**src/rtl/fetch_ctrl.sv**
```systemverilog
// Fetch-stage controller: PC generation, imem req/ack handshake, stall hold
// buffer and redirect handling with NOP bubble insertion.
module fetch_ctrl #(
    parameter int unsigned     WIDTH    = 32,
    parameter logic [WIDTH-1:0] RESET_PC = '0,
    parameter logic [WIDTH-1:0] NOP      = WIDTH'(32'h0000_0013)
) (
    input  logic             clk,
    input  logic             rst,
    input  logic             stall_in,
    input  logic             redirect_in,
    input  logic [WIDTH-1:0] redirect_pc,
    output logic             imem_req,
    output logic [WIDTH-1:0] imem_addr,
    input  logic             imem_ack,
    input  logic [WIDTH-1:0] imem_rdata,
    output logic [WIDTH-1:0] instr_out,
    output logic [WIDTH-1:0] pc_out,
    output logic             valid_out,
    output logic             latch_en
);

    typedef enum logic [1:0] {
        IDLE  = 2'd0,
        FETCH = 2'd1,
        DRAIN = 2'd2,
        STALL = 2'd3
    } state_t;

    state_t           state;
    logic [WIDTH-1:0] pc;
    logic [WIDTH-1:0] pend_pc;
    logic [WIDTH-1:0] hold_instr;
    logic [WIDTH-1:0] hold_pc;
    logic             hold_vld;

    logic [WIDTH-1:0] redir_tgt;
    logic [WIDTH-1:0] pc_inc;

    // Redirect targets are word aligned; sequential PC wraps naturally.
    assign redir_tgt = {redirect_pc[WIDTH-1:2], 2'b00};
    assign pc_inc    = pc + WIDTH'(4);

    // The request address is always the PC register, stable while waiting.
    assign imem_addr = pc;

    // Fetch FSM with registered request and fetch-latch outputs.
    always_ff @(posedge clk) begin
        if (rst) begin
            state      <= IDLE;
            pc         <= RESET_PC;
            pend_pc    <= '0;
            hold_instr <= '0;
            hold_pc    <= '0;
            hold_vld   <= 1'b0;
            imem_req   <= 1'b0;
            instr_out  <= NOP;
            pc_out     <= '0;
            valid_out  <= 1'b0;
            latch_en   <= 1'b0;
        end else begin
            // Default: outputs hold and the fetch latch is not loaded.
            latch_en <= 1'b0;

            case (state)
                // One idle cycle after reset; an ack here is ignored.
                IDLE: begin
                    if (redirect_in) begin
                        pc <= redir_tgt;
                    end
                    state    <= FETCH;
                    imem_req <= 1'b1;
                end

                FETCH: begin
                    if (redirect_in) begin
                        instr_out <= NOP;
                        valid_out <= 1'b0;
                        latch_en  <= 1'b1;
                        imem_req  <= 1'b1;
                        if (imem_ack) begin
                            // Response is wrong-path; restart at the target.
                            pc    <= redir_tgt;
                            state <= FETCH;
                        end else begin
                            // Outstanding request must complete first.
                            pend_pc <= redir_tgt;
                            state   <= DRAIN;
                        end
                    end else if (imem_ack) begin
                        pc <= pc_inc;
                        if (stall_in) begin
                            hold_instr <= imem_rdata;
                            hold_pc    <= pc;
                            hold_vld   <= 1'b1;
                            imem_req   <= 1'b0;
                            state      <= STALL;
                        end else begin
                            instr_out <= imem_rdata;
                            pc_out    <= pc;
                            valid_out <= 1'b1;
                            latch_en  <= 1'b1;
                            imem_req  <= 1'b1;
                            state     <= FETCH;
                        end
                    end else begin
                        imem_req <= 1'b1;
                        state    <= FETCH;
                        if (!stall_in) begin
                            instr_out <= NOP;
                            valid_out <= 1'b0;
                            latch_en  <= 1'b1;
                        end
                    end
                end

                // Waiting for the abandoned request to return before redirecting.
                DRAIN: begin
                    imem_req <= 1'b1;
                    if (redirect_in) begin
                        instr_out <= NOP;
                        valid_out <= 1'b0;
                        latch_en  <= 1'b1;
                        if (imem_ack) begin
                            pc    <= redir_tgt;
                            state <= FETCH;
                        end else begin
                            pend_pc <= redir_tgt;
                            state   <= DRAIN;
                        end
                    end else begin
                        if (!stall_in) begin
                            instr_out <= NOP;
                            valid_out <= 1'b0;
                            latch_en  <= 1'b1;
                        end
                        if (imem_ack) begin
                            pc    <= pend_pc;
                            state <= FETCH;
                        end else begin
                            state <= DRAIN;
                        end
                    end
                end

                // Holding one fetched instruction until downstream accepts it.
                STALL: begin
                    if (redirect_in) begin
                        hold_vld  <= 1'b0;
                        pc        <= redir_tgt;
                        instr_out <= NOP;
                        valid_out <= 1'b0;
                        latch_en  <= 1'b1;
                        imem_req  <= 1'b1;
                        state     <= FETCH;
                    end else if (!stall_in) begin
                        instr_out <= hold_instr;
                        pc_out    <= hold_pc;
                        valid_out <= hold_vld;
                        latch_en  <= 1'b1;
                        hold_vld  <= 1'b0;
                        imem_req  <= 1'b1;
                        state     <= FETCH;
                    end else begin
                        imem_req <= 1'b0;
                        state    <= STALL;
                    end
                end

                default: begin
                    imem_req <= 1'b0;
                    state    <= IDLE;
                end
            endcase
        end
    end

endmodule

```
**config.mk**
```make
export PLATFORM = sky130hd
export DESIGN_NAME = fetch_ctrl
export DESIGN_NICKNAME = d
export VERILOG_FILES = /design/src/rtl/fetch_ctrl.sv
export SDC_FILE = /design/constraint.sdc
export NUM_CORES = 1
export LEC_CHECK = 0
export CAP_MARGIN = 30
export CELL_PAD_IN_SITES_DETAIL_PLACEMENT = 0
export CELL_PAD_IN_SITES_GLOBAL_PLACEMENT = 2
export CORE_UTILIZATION = 33
export DETAILED_ROUTE_END_ITERATION = 8
export PLACE_DENSITY_LB_ADDON = 0.08
export REMOVE_ABC_BUFFERS = 1
export SLEW_MARGIN = 0
export SYNTH_ARGS = -nofsm -noshare
export SYNTH_HDL_FRONTEND = slang
export SYNTH_SLANG_ARGS = --single-unit
```
**constraint.sdc**
```tcl
create_clock -name clk -period 5.1 [get_ports clk]
set_clock_uncertainty 0.2 [all_clocks]
set_input_delay 0.51 -clock clk [delete_from_list [all_inputs] [get_ports clk]]
set_output_delay 0.51 -clock clk [all_outputs]
set_load 0.01 [all_outputs]
```
==> flow_metrics.tcl <==
set metrics [dict create \
    ys_seq_elements 196 \
    clk_latency_ns 0.45 \
    tightest_slew_ns 0.909 \
    cp_slowest_stage_delay_ns 0.73 \
    hold_class "flop to flop" \
    io-pin-count 168 \
    synth_top_family_by_area "compound AO/OA/AOI/OAI gates" \
    syn_area_sq_mm 0.00954 \
    hold_viol_final 0 \
    min_period_ns 3.24 \
    numPortBuffers 165 \
    hpwl_microns 19900 \
    yosysTopAreaCellShare_pct 41.1 \
    drive_gt1_share_pct 7.02 \
    relSlewSlack_pct 39.3 \
    dr.pass1.iters 5 \
    holdWs_ns 0.254 \
    hold_buffers 0 \
    tns_ns 0 \
    p_seq_share_pct 46.2 \
    synth_edf_count 0 \
    cts_tree "yes" \
    cts_made_buffers 17 \
    synth_simple_gate_area_share_pct 20.1 \
    setup.worst_path.class "flop to flop" \
    combPwrFrac_pct 16.9 \
    final_cells 1675 \
    finalNetCount 1358 \
    synthArstFlopShare_pct 0 \
    leakage_nw 3.94 \
    drc 0 \
    arrival_ns 3.35 \
    fp-row-count 61 \
    vias_per_cell 5.31 \
    rsz0062_at_grt "no" \
    cts_setup_buffers 0 \
    max_freq_mhz 309 \
    vias 8902 \
    ff_latch_area_sq_mm 0.00392 \
    dieArea_sq_mm 0.0296 \
    grt.total_usage_pct 21.3 \
    fillerInstances 2918 \
    fp.coreArea_sq_mm 0.0281 \
    startpoint_type "flop" \
    drt_iter0_markers 619 \
    h-tree-depth 4 \
    synth_compound_area_share_pct 26.2 \
    postSynthAreaPerCell_sq_um 7.98 \
    rrSetupSlack_ns 1.86 \
    path_delay_family "compound AO/OA/AOI/OAI gates" \
    synth_xor_area_share_pct 0.184 \
    clkTransAtPathRegs_ns 0.08 \
    post-route-util_pct 42.9 \
    end_kind "flop" \
    post_cts_resized 0 \
    start_util_pct 34.0 \
    n_antenna_cell 0 \
    min_period_over_period_pct 63.5 \
    grt.overflow.total 0 \
    finalMaxSlewViolations 0 \
    finalWeightedCongestion 0.778 \
    final_antenna_net_count 0 \
    antenna_found_initial 0 \
    preCtsSetupSlack_ns 1.66 \
    wl_microns 31400 \
    worst_slack_ns 1.86 \
    cp.required_ns 5.21 \
    ir_worst_vdd_mv 0.230 \
    p_per_area_mw_per_mm2 303 \
    netlist_instances 1195 \
    drv_cap 0 \
    p_switching_mw 1.09 \
    sw_frac_of_total_pct 29.8 \
    ys_types 67 \
    path_max_fanout 14 \
    grt_max_degree 72 \
    synth.largest_area_cell "dfxtp_1" \
    grt_pass1_vias 8447 \
    crit_slowest_cell "ha_1" \
    synth_ff_type "dfxtp_1" \
    area_growth_pct 26.2 \
    synth-seq-area-share_pct 41.1 \
    synthMuxAreaShare_pct 6.45 \
    synth_adder_area_share_pct 0.656 \
    multi_input_area_sq_mm 0.00519 \
    die_x_microns 172 \
    intPower_mw 2.56 \
    setup_viol 0 \
    cts.sinks 196 \
    cp_cell_sequence "inv_1, ha_1, inv_1, buf_4, a221oi_1, a221oi_1, a21oi_1, a21oi_1" \
    outcome "complete, no violations" \
    root_buffer "clkbuf_16" \
    path_buf_inv 3 \
    p_clk_share_pct 36.8 \
    drt-wirelength-per-cell_microns 18.8 \
    synthTopCellsByArea "dfxtp_1, nand2_1, a21oi_1" \
    yosysWarnings 0 \
    placed_cells 1642 \
    clk_path_buf_depth 2 \
    dieHeight_microns 172 \
    grt_pass1_wl_microns 48500 \
]
## layout make-up
type / instances / share of cell area, %
clock inverters: 12 / 0.998
well taps: 378 / 3.93
inverters: 13 / 0.405
clock buffers: 20 / 3.63
multi-input cells: 871 / 43.1
repair buffers: 185 / 15.3
flip-flops and latches: 196 / 32.6
## cell usage in the layout, fill, tap and decap left out, types with 4 or more instances in the layout
cell type        instances
and2_1                   5
clkbuf_16               18
and3_1                   7
a21oi_1                143
mux2_2                  12
buf_4                   16
nor2_1                  82
clkdlybuf4s50_1        162
o21a_1                   5
dfxtp_1                196
a221oi_1                21
inv_6                    5
nor4_1                   5
nand3_1                 12
o211ai_1                 4
o22ai_1                 12
o221ai_1                 7
a31oi_1                  7
o211a_1                  8
o32ai_1                  4
inv_1                   11
o21ai_0                 30
nor2b_1                 10
nor3_1                  17
nand4_1                 12
a22o_1                  28
a31o_2                   4
and4_1                   4
clkinvlp_4               4
a221o_1                  5
nand2_1                241
a22oi_1                 39
a211oi_1                35
mux2i_1                 48
## metrics by stage
step           cell area [sq um]  power [mW]
2_1_floorplan               9080        2.00
3_3_place_gp               11400        2.33
3_5_place_dp               11500        2.34
4_1_cts                    12000        3.70
5_1_grt                    12000        3.83
6_report                   12000        3.65
## final timing paths
path	from	endpoint	cells after the start
setup / recovery	state[0]$_SDFF_PP0_	imem_addr[27]$_SDFFE_PP0P_	8
hold / removal	pend_pc[11]$_SDFFE_PP0P_	pend_pc[11]$_SDFFE_PP0P_	2
setup reg to reg	state[0]$_SDFF_PP0_	imem_addr[27]$_SDFFE_PP0P_	8
hold reg to reg	pend_pc[11]$_SDFFE_PP0P_	pend_pc[11]$_SDFFE_PP0P_	2
## synthesized netlist by cell type (all sizes together), types with 2 or more instances
master / count
a211oi: 36
or4: 4
nor3b: 3
ha: 5
dfxtp: 196
nand4b: 2
and3: 7
clkbuf: 87
o22ai: 12
a31o: 4
mux2i: 48
a22o: 28
and2: 6
a21oi: 145
nor2: 84
nand2: 241
a31oi: 7
clkinv: 2
buf: 28
or2: 3
nand2b: 3
o21ai: 33
a221o: 5
o221ai: 7
o211a: 8
nor4: 9
o32ai: 4
o211ai: 4
nor2b: 11
a21o: 3
nand3: 14
a22oi: 39
a221oi: 21
and4: 4
a2bb2oi: 2
o21a: 5
nand3b: 2
xnor2: 2
inv: 11
nand4: 12
nor3: 18
a41oi: 2
mux2: 12
or3: 3
## power groups by stage
| stage | Combinational (mW) | Clock (mW) | Sequential (mW) |
|---|---|---|---|
| after detailed placement | 0.617 | 0 | 1.72 |
| after floorplan | 0.290 | 0 | 1.71 |
| final | 0.618 | 1.35 | 1.69 |
| after global placement | 0.611 | 0 | 1.72 |
| after global routing | 0.677 | 1.45 | 1.70 |
| after CTS | 0.619 | 1.39 | 1.69 |
## sequential cells by signal, indices dropped and copies added, names as in the netlist
signal and cells:
instr_out 32, state 2, latch_en 1, hold_instr 32
valid_out 1, imem_req 1, hold_vld 1, pc_out 32
hold_pc 32, imem_addr 32, pend_pc 30
## layer usage
metal	part of all wire (%)	global-route usage [%]	vias up	routed length (microns)
met5	0	0	-	0
met3	4.0	3.57	13	1250
met1	50	29.6	4247	15600
li1	-	-	4470	-
met2	45	34.2	172	14200
met4	0.96	5.23	0	302
## cells by family (layout without fill, tap and decap cells)
logic type,Yosys count,after routing
buffers and inverters,128,230
AOI/OAI and AO/OA,376,376
xor gates and xnor gates,2,2
DFF,196,196
muxes,60,60
and+or+nand+nor,428,428
adders and majority gates,5,5
## worst register-to-register path: stages, from the launching register on
cell and delay (ns):
dfxtp_1 0.42, inv_1 0.09, ha_1 0.73, inv_1 0.40, buf_4 0.31, a221oi_1 0.52, a221oi_1 0.18, a21oi_1 0.17
a21oi_1 0.08
Power figures use the tool's default switching activity.
